$ cat config.mk
export PLATFORM = sky130hd
export DESIGN_NAME = text_menu_nav
export DESIGN_NICKNAME = d
export VERILOG_FILES = /design/src/rtl/text_menu_pkg.sv /design/src/rtl/menu_btn_cond.sv /design/src/rtl/text_menu_nav.sv
export SDC_FILE = /design/constraint.sdc
export NUM_CORES = 1
export LEC_CHECK = 0
export BUFFER_PORTS_ARGS = -buffer_cell sky130_fd_sc_hd__buf_2
export CORE_UTILIZATION = 55
export CTS_CLUSTER_SIZE = 25
export DETAILED_ROUTE_END_ITERATION = 12
export GPL_TIMING_DRIVEN = 1
export PLACE_DENSITY = 0.88
export SETUP_SLACK_MARGIN = 0.4
export SLEW_MARGIN = 10
export SYNTH_ARGS = -nofsm -noshare
export SYNTH_HDL_FRONTEND = slang
export SYNTH_SLANG_ARGS = --single-unit
$ cat constraint.sdc
create_clock -name clk -period 2.5 [get_ports clk]
set_clock_uncertainty 0.15 [all_clocks]
set_input_delay 0.25 -clock clk [delete_from_list [all_inputs] [get_ports clk]]
set_output_delay 0.25 -clock clk [all_outputs]
set_load 0.03 [all_outputs]
$ cat src/rtl/text_menu_pkg.sv
// Shared codes for the text menu: item numbering (also used by the graphics stage),
// file operation codes, navigation FSM encoding and the reset text colour.
package text_menu_pkg;

  localparam logic [2:0] ITEM_OPEN  = 3'd1;
  localparam logic [2:0] ITEM_SAVE  = 3'd2;
  localparam logic [2:0] ITEM_EXIT  = 3'd3;
  localparam logic [2:0] ITEM_CAPS  = 3'd4;
  localparam logic [2:0] ITEM_COLOR = 3'd5;
  localparam logic [2:0] ITEM_SIZE  = 3'd6;

  localparam logic [1:0] OP_NONE = 2'b00;
  localparam logic [1:0] OP_OPEN = 2'b01;
  localparam logic [1:0] OP_SAVE = 2'b10;
  localparam logic [1:0] OP_EXIT = 2'b11;

  localparam logic [1:0] ST_IDLE    = 2'd0;
  localparam logic [1:0] ST_REQ     = 2'd1;
  localparam logic [1:0] ST_RELEASE = 2'd2;

  localparam logic [2:0] COLOR_RESET = 3'b111;

  function automatic logic item_valid(input logic [2:0] item);
    return (item != 3'd0) && (item != 3'd7);
  endfunction

  // Circular step through items 1..6.
  function automatic logic [2:0] item_step(input logic [2:0] item, input logic up);
    if (up)
      return (item == ITEM_SIZE) ? ITEM_OPEN : item + 3'd1;
    else
      return (item == ITEM_OPEN) ? ITEM_SIZE : item - 3'd1;
  endfunction

endpackage

$ cat src/rtl/menu_btn_cond.sv
// Push-button conditioning: 2-flop synchronizer, optional debounce (MENU_DEBOUNCE_EN),
// and a registered rising-edge detector that stays disarmed until the button is seen released.
module menu_btn_cond #(
  parameter logic [19:0] DB_CYCLES = 20'd500000
) (
  input  logic clk,
  input  logic reset,
  input  logic btn_raw,
  output logic btn_event
);

  logic       sync1_reg, sync2_reg;
  logic       prev_reg, armed_reg, event_reg;
  logic [1:0] fill_reg;
  logic       stable;

`ifdef MENU_DEBOUNCE_EN
  logic        stable_reg, stable_next;
  logic [19:0] cnt_reg, cnt_next;

  // Stable level flips only after DB_CYCLES consecutive differing samples.
  always_comb begin
    stable_next = stable_reg;
    cnt_next    = '0;
    if (sync2_reg != stable_reg) begin
      if (cnt_reg >= DB_CYCLES - 20'd1)
        stable_next = sync2_reg;
      else
        cnt_next = cnt_reg + 20'd1;
    end
  end

  always_ff @(posedge clk or negedge reset) begin
    if (!reset) begin
      stable_reg <= 1'b0;
      cnt_reg    <= '0;
    end else begin
      stable_reg <= stable_next;
      cnt_reg    <= cnt_next;
    end
  end

  assign stable = stable_reg;
`else
  assign stable = sync2_reg;
`endif

  always_ff @(posedge clk or negedge reset) begin
    if (!reset) begin
      sync1_reg <= 1'b0;
      sync2_reg <= 1'b0;
      fill_reg  <= 2'b00;
      armed_reg <= 1'b0;
      prev_reg  <= 1'b0;
      event_reg <= 1'b0;
    end else begin
      sync1_reg <= btn_raw;
      sync2_reg <= sync1_reg;
      fill_reg  <= {fill_reg[0], 1'b1};
      // Arm only once the synchronizer holds real samples showing the button up,
      // so a button held through reset release never yields an event.
      armed_reg <= armed_reg | (fill_reg[1] & ~stable & ~sync2_reg);
      prev_reg  <= stable;
      event_reg <= armed_reg & stable & ~prev_reg;
    end
  end

  assign btn_event = event_reg;

endmodule

$ cat src/rtl/text_menu_nav.sv
// Top-menu navigation: moves the highlighted item, applies caps/colour/size settings and
// runs a four-phase file_req/file_ack handshake. Build macro: MENU_DEBOUNCE_EN.
module text_menu_nav
  import text_menu_pkg::*;
#(
  parameter logic [19:0] DB_CYCLES = 20'd500000
) (
  input  logic       clk,
  input  logic       reset,
  input  logic       btn_left,
  input  logic       btn_right,
  input  logic       btn_sel,
  input  logic       file_ack,
  output logic [2:0] item_selector,
  output logic       file_req,
  output logic [1:0] file_op,
  output logic       caps_on,
  output logic [2:0] color_sel,
  output logic [1:0] size_sel,
  output logic       menu_busy
);

  logic [2:0] btn_raw;
  logic [2:0] btn_ev;

  assign btn_raw = {btn_sel, btn_right, btn_left};

  generate
    for (genvar gi = 0; gi < 3; gi++) begin : g_btn
      menu_btn_cond #(.DB_CYCLES(DB_CYCLES)) u_cond (
        .clk      (clk),
        .reset    (reset),
        .btn_raw  (btn_raw[gi]),
        .btn_event(btn_ev[gi])
      );
    end
  endgenerate

  logic [1:0] state_reg, state_next;
  logic [2:0] item_reg, item_next;
  logic       req_reg, req_next;
  logic [1:0] op_reg, op_next;
  logic       caps_reg, caps_next;
  logic [2:0] color_reg, color_next;
  logic [1:0] size_reg, size_next;
  logic       busy_reg;

  always_comb begin
    state_next = state_reg;
    item_next  = item_reg;
    req_next   = req_reg;
    op_next    = op_reg;
    caps_next  = caps_reg;
    color_next = color_reg;
    size_next  = size_reg;
    case (state_reg)
      ST_IDLE: begin
        // Select wins over any coincident move; opposing moves cancel.
        if (btn_ev[2]) begin
          case (item_reg)
            ITEM_OPEN:  begin state_next = ST_REQ; req_next = 1'b1; op_next = OP_OPEN; end
            ITEM_SAVE:  begin state_next = ST_REQ; req_next = 1'b1; op_next = OP_SAVE; end
            ITEM_EXIT:  begin state_next = ST_REQ; req_next = 1'b1; op_next = OP_EXIT; end
            ITEM_CAPS:  caps_next  = ~caps_reg;
            ITEM_COLOR: color_next = color_reg + 3'd1;
            ITEM_SIZE:  size_next  = (size_reg >= 2'd2) ? 2'd0 : size_reg + 2'd1;
            default:    ;
          endcase
        end else if (btn_ev[0] ^ btn_ev[1]) begin
          item_next = item_step(item_reg, btn_ev[1]);
        end
      end
      ST_REQ: begin
        if (file_ack) begin
          state_next = ST_RELEASE;
          req_next   = 1'b0;
        end
      end
      ST_RELEASE: begin
        if (!file_ack) begin
          state_next = ST_IDLE;
          op_next    = OP_NONE;
        end
      end
      default: begin
        state_next = ST_IDLE;
        req_next   = 1'b0;
        op_next    = OP_NONE;
      end
    endcase
    if (!item_valid(item_reg))
      item_next = ITEM_OPEN;
  end

  always_ff @(posedge clk or negedge reset) begin
    if (!reset) begin
      state_reg <= ST_IDLE;
      item_reg  <= ITEM_OPEN;
      req_reg   <= 1'b0;
      op_reg    <= OP_NONE;
      caps_reg  <= 1'b0;
      color_reg <= COLOR_RESET;
      size_reg  <= 2'd0;
      busy_reg  <= 1'b0;
    end else begin
      state_reg <= state_next;
      item_reg  <= item_next;
      req_reg   <= req_next;
      op_reg    <= op_next;
      caps_reg  <= caps_next;
      color_reg <= color_next;
      size_reg  <= size_next;
      busy_reg  <= (state_next != ST_IDLE);
    end
  end

  assign item_selector = item_reg;
  assign file_req      = req_reg;
  assign file_op       = op_reg;
  assign caps_on       = caps_reg;
  assign color_sel     = color_reg;
  assign size_sel      = size_reg;
  assign menu_busy     = busy_reg;

endmodule

# Yosys cells after proc, flatten, opt, wreduce, memory -nomap -nowiden
# Index checks and enable logic that the tools add are counted.
# Widths: inputs -> output; s select.
word_totals:
  register_bits: 36
  latchBits: 0
  ram_bits: 0
  romBits: 0
  inputBits: 6
  output_inout_bits: 13
  elab_cells: 105
  memories: 0
op_classes:
  addsub: 4
  mul: 0
  n_div: 0
  n_lt_le_gt_ge: 1
  eq_ne: 17
  shifts: 0
  muxes: 21
  bitwise: 25
  n_reduce_logical: 11
ops:
  columns: ["op", "n"]
  rows:
  - ["$mux 3", 7]
  - ["$pmux 2 s3", 3]
  - ["$mux 2", 7]
  - ["$and 1x1->1", 12]
  - ["$reduce_and 3->1", 4]
  - ["$ne 2x2->1 const B", 5]
  - ["$eq 3x3->1 const B", 3]
  - ["$not 1->1", 9]
  - ["$reduce_and 4->1", 2]
  - ["$add 3x1->3 const B", 2]
  - ["$eq 3x2->1 const B", 2]
  - ["$ne 2x1->1 const B", 2]
  - ["$ne 4x2->1 const B", 1]
  - ["$eq 3x1->1 const B", 1]
  - ["$mux 1", 3]
  - ["$ne 3x3->1 const B", 1]
  - ["$or 1x1->1", 3]
  - ["$pmux 1 s3", 1]
  - ["$reduce_bool 3->1", 1]
  - ["$reduce_or 3->1", 1]
  - ["$sub 3x1->3 const B", 1]
  - ["$add 2x1->2 const B", 1]
  - ["$eq 2x1->1 const B", 1]
  - ["$eq 2x2->1 const B", 1]
  - ["5 further kinds", 5]

# Longest topological paths before layout
depth:
  word_depth: 7
  ltp_mapped: 6
  mapped_depth_nobuf: 6

# Hierarchy
# From an unflattened synthesis, not the netlist that was laid out.
hier_totals:
  cells_unflattened: 122
  area_unflattened_um2: 1550.2
by_module_without_submodules:
  columns: ["mod", "n_inst", "cells_each", "area_per_inst_um2", "seq_area_each_um2"]
  rows:
  - ["text_menu_nav", 1, 86, 957.2, 380.4]
  - ["menu_btn_cond", 3, 12, 197.7, 175.2]

# Worst setup path before layout
# No wires, ideal clock.
synth_timing:
  kind: "register -> register"
  startpoint: "register item_reg[0], in the netlist item_selector[0]"
  endpoint: "register item_reg[2], in the netlist item_selector[2]"
  setup_time_ps: 131
  arrival_time_ps: 1744
  required_time_ps: 2219
  path_slack_ps: 475
  stages_incl_launch_ff: 7
  n_path_buf: 0
  synth_period_minus_slack_ps: 2025
  path_cell_list: "dfstp_2 inv_1 ha_1 ha_1 or2_2 o211ai_1 o32ai_1"
synth_between:
  elab_chain_cells: 7
  word_cells_on_any_way: 18
  cone_classes: "add/sub: 2; eq/ne: 6; mux: 7; reduce/logical: 3"
synth_lines:
  columns: ["item", "line", "rtl"]
  rows:
  - ["start: declaration", "text_menu_nav.sv:40", "logic [2:0] item_reg, item_next;"]
  - ["start signal: assignment", "text_menu_nav.sv:107", "item_reg <= item_next;"]
  - ["$sub 3x1->3 (tied with other cells)", "text_menu_pkg.sv:32", "return (item == ITEM_OPEN) ? ITEM_SIZE : item - 3'd1;"]
  - ["$mux 3, on equally long branches", "text_menu_pkg.sv:32, text_menu_pkg.sv:30", null]
  - ["$mux 3", "text_menu_pkg.sv:29", "if (up)"]
  - ["$mux 3", "text_menu_nav.sv:69", "end else if (btn_ev[0] ^ btn_ev[1]) begin"]
  - ["$mux 3", "text_menu_nav.sv:59", "if (btn_ev[2]) begin"]
  - ["$mux 3", "text_menu_nav.sv:56", "case (state_reg)"]
  - ["$mux 3", "text_menu_nav.sv:91", "if (!item_valid(item_reg))"]
# Several ways; a longest one is shown, not always the timed one. The select of a mux whose other input is x is not followed.
# A chain may end at the register's enable or synchronous reset.

# Worst setup path in the final report
# Same ends and word-level chain as after synthesis.

==> reports/metrics.csv <==
stage,metric,value,unit
critical_path,CP Data Arrival Time,2.06,ns
pwr,Clock Power Share,0.199,
timing,min Tclk post-route,2.01,ns
synth,synthesized area per cell,12.0,sq um
pwr,Gate power share,0.411,
pwr,sw frac,0.393,
critical_path,Critical Path End Type,register,
die,chip height,51.4,um
clock_network,Post-CTS Resized,0,
timing,final setup vio count,0,
pwr,internal power,1.15,mW
synth,Synth Register Bits,32,
clock_network,largest buffer count on any clock path,2,
worst_hold_path,hold crit path type,in2reg,
synth,"Seq/Total Area, Yosys",0.601,
synth,Post-synth top cells,"28 x dfrtp_1, 10 x nand2_1, 9 x inv_1",
clock_network,CTS tree,built,
placement,pre-CTS WS,0.485,ns
placement,dpl hpwl,1.56,mm
die,I/O Pins,19,
run,max_cap viols,0,
clock_network,CTS H-tree lvls,2,
placement,GPL Wtd Cong,0.903,
timing,post-route setup slack,0.489,ns
synth,"Net Count, Synth",125,
synth,Mapped Cells,112,
clock_network,clk sinks,32,
die,Rows,17,
critical_path,CP startpoint kind,register,
pwr,Sw Pwr,0.744,mW
timing,Max Fclk,0.497,GHz
global_routing,vias in the first global route,901,
layout,fraction of layout instances using a drive strength above 1,0.262,
global_routing,total gr overflow,0,
global_routing,largest net degree at the start of global routing,33,
critical_path,crit-path max FO,4,
detailed_routing,Avg WL per Cell,12.9,um
pwr,Worst VDD drop,0.000666,V
timing,Setup TNS,0,ns
die,CORE AREA,2250,sq um
synth,Main synth FF type,dfrtp_1,
detailed_routing,routed via count,882,
layout,register area,806,sq um
layout,number of diodes,0,
timing,"Slew Viols, Final",0,
timing,RSZ-0062 raised after global routing,no,
die,Die ar.,2640,sq um
synth,share of the synthesized area in the top cell type,0.522,
timing,crit share post-route,0.804,
timing,Worst Tran Pin Value,0.668,ns
detailed_routing,post-route ant nets,0,
detailed_routing,DR iter-0 viols,16,
critical_path,critical setup path kind,reg2reg,
layout,fin nets,153,
synth,"area leader, netlist",dfrtp_1,
synth,async set or reset register ratio after synthesis,1.00,
timing,hold_ws,0.0434,ns
synth,Post-synth EDFFs,0,
die,initial core utilization,0.595,
layout,Area Growth Syn to Fin,17.4,%
synth,Mapped Area,1340,sq um
timing,Max-slew headroom,0.555,
critical_path,WP data required,2.55,ns
timing,Final Hold Fails,0,
pwr,sequential power share,0.390,
detailed_routing,DRC Markers,0,
synth,Synth area leaders,"dfrtp_1 52%, dfstp_2 7.8%, ha_1 6.5%",
synth,Unique masters post-synth,33,
synth,YS warnings,0,
global_routing,total global-route track usage,0.196,
layout,area of the multi-input gates,483,sq um
global_routing,antenna violations before repair,0,
die,Die W,51.4,um
detailed_routing,Routed WL,2.19,mm
pwr,power density cells,1200,nW/um^2
global_routing,first-pass GRT wire length,3.66,mm
placement,I/O Buffers,18,
detailed_routing,DR pass1 iterations,4,
layout,Layout fillers,164,
clock_network,Root Driver,clkbuf_4,
detailed_routing,via-per-instance ratio,5.22,
clock_network,"CTS clk-pin slew, worst paths",0.10,ns
clock_network,Num CTS Buffers,5,
synth,most frequent cell after synthesis,dfrtp_1,
clock_network,worst skew pair latency,0.32,ns
outcome,outcome,"complete, no violations",
pwr,Leakage,0.771,nW
logic make-up (layout without fill, tap and decap cells):
logic type / Yosys count / in the layout / synth area share
flops: 32 / 32 / 0.601
buf+inv: 11 / 40 / 0.0392
other cells: 1 / 1 / 0.00280
compound gates: 22 / 22 / 0.121
mux: 3 / 3 / 0.0233
simple gates: 31 / 31 / 0.115
xor+xnor: 5 / 5 / 0.0326
fa+ha+maj: 7 / 7 / 0.0653
routing by layer:
| metal | routed length [um] | vias up | share of wire | global-route usage |
|---|---|---|---|---|
| met5 | 0 | - | 0 | 0 |
| met3 | 103 | 6 | 0.047 | 0.0655 |
| met2 | 1140 | 30 | 0.52 | 0.333 |
| met1 | 892 | 411 | 0.41 | 0.206 |
| met4 | 51 | 0 | 0.023 | 0.126 |
| li1 | - | 435 | - | - |
worst paths after layout:
kind	from	endpoint	slack, ns	cells past startpoint
max	item_selector[0]	item_selector[2]	0.49	6
min	file_ack	state_reg[1]	0.04	2
max reg2reg	item_selector[0]	item_selector[2]	0.49	6
min reg2reg	g_btn[2].u_cond.sync1_reg	g_btn[2].u_cond.stable	0.21	0
max in group asynchronous	reset	g_btn[2].u_cond.stable	1.43	2
min in group asynchronous	reset	caps_on	0.34	2
cell usage in the layout (no fill, tap or decap), drive strengths merged, types with 3 or more instances in the layout:
master        n
a21o          4
a21oi         4
buf          19
clkbuf        5
dfrtp        28
dfstp         4
dlygate4sd3   4
ha            7
inv           9
nand2        10
nand3         4
nor2          8
o21ai         3
xnor2         4
what timing repair did:
action,in CTS,in global routing
setup endpoints to repair,0,1
hold endpoints to repair,31,0
hold buffers,4,0
setup buffers,0,1
power groups by stage:
stage	Sequential (mW)	Combinational, mW	Clock, mW
2_1_floorplan	0.889	0.417	0
3_3_place_gp	0.744	0.706	0
3_5_place_dp	0.756	0.743	0
4_1_cts	0.744	0.756	0.392
5_1_grt	0.757	0.844	0.414
6_report	0.739	0.778	0.377
through the flow:
step	cells	util	total power [mW]	cell area, sq um
finish	169	0.699	1.89	1580
global route	169	0.699	2.01	1580
CTS	168	0.695	1.89	1570
detailed placement	156	0.642	1.50	1450
global placement	156	0.642	1.45	1450
floorplan	112	-	1.31	1340
worst max-delay path: stages, from the launching register on:
cell and delay [ns]:
dfstp_2 0.55, inv_1 0.07, ha_1 0.22, ha_1 0.29, or2_2 0.32, o211ai_1 0.17
o32ai_1 0.11
cell type report:
class / instances / share of cell area
sequential: 32 / 0.512
multi-input combinational: 69 / 0.307
timing repair buffer: 23 / 0.0874
clock inverter: 3 / 0.0270
clock buffer: 5 / 0.0238
tap: 28 / 0.0222
inverter: 9 / 0.0214
Note: power is estimated with default switching activity, not from simulation.
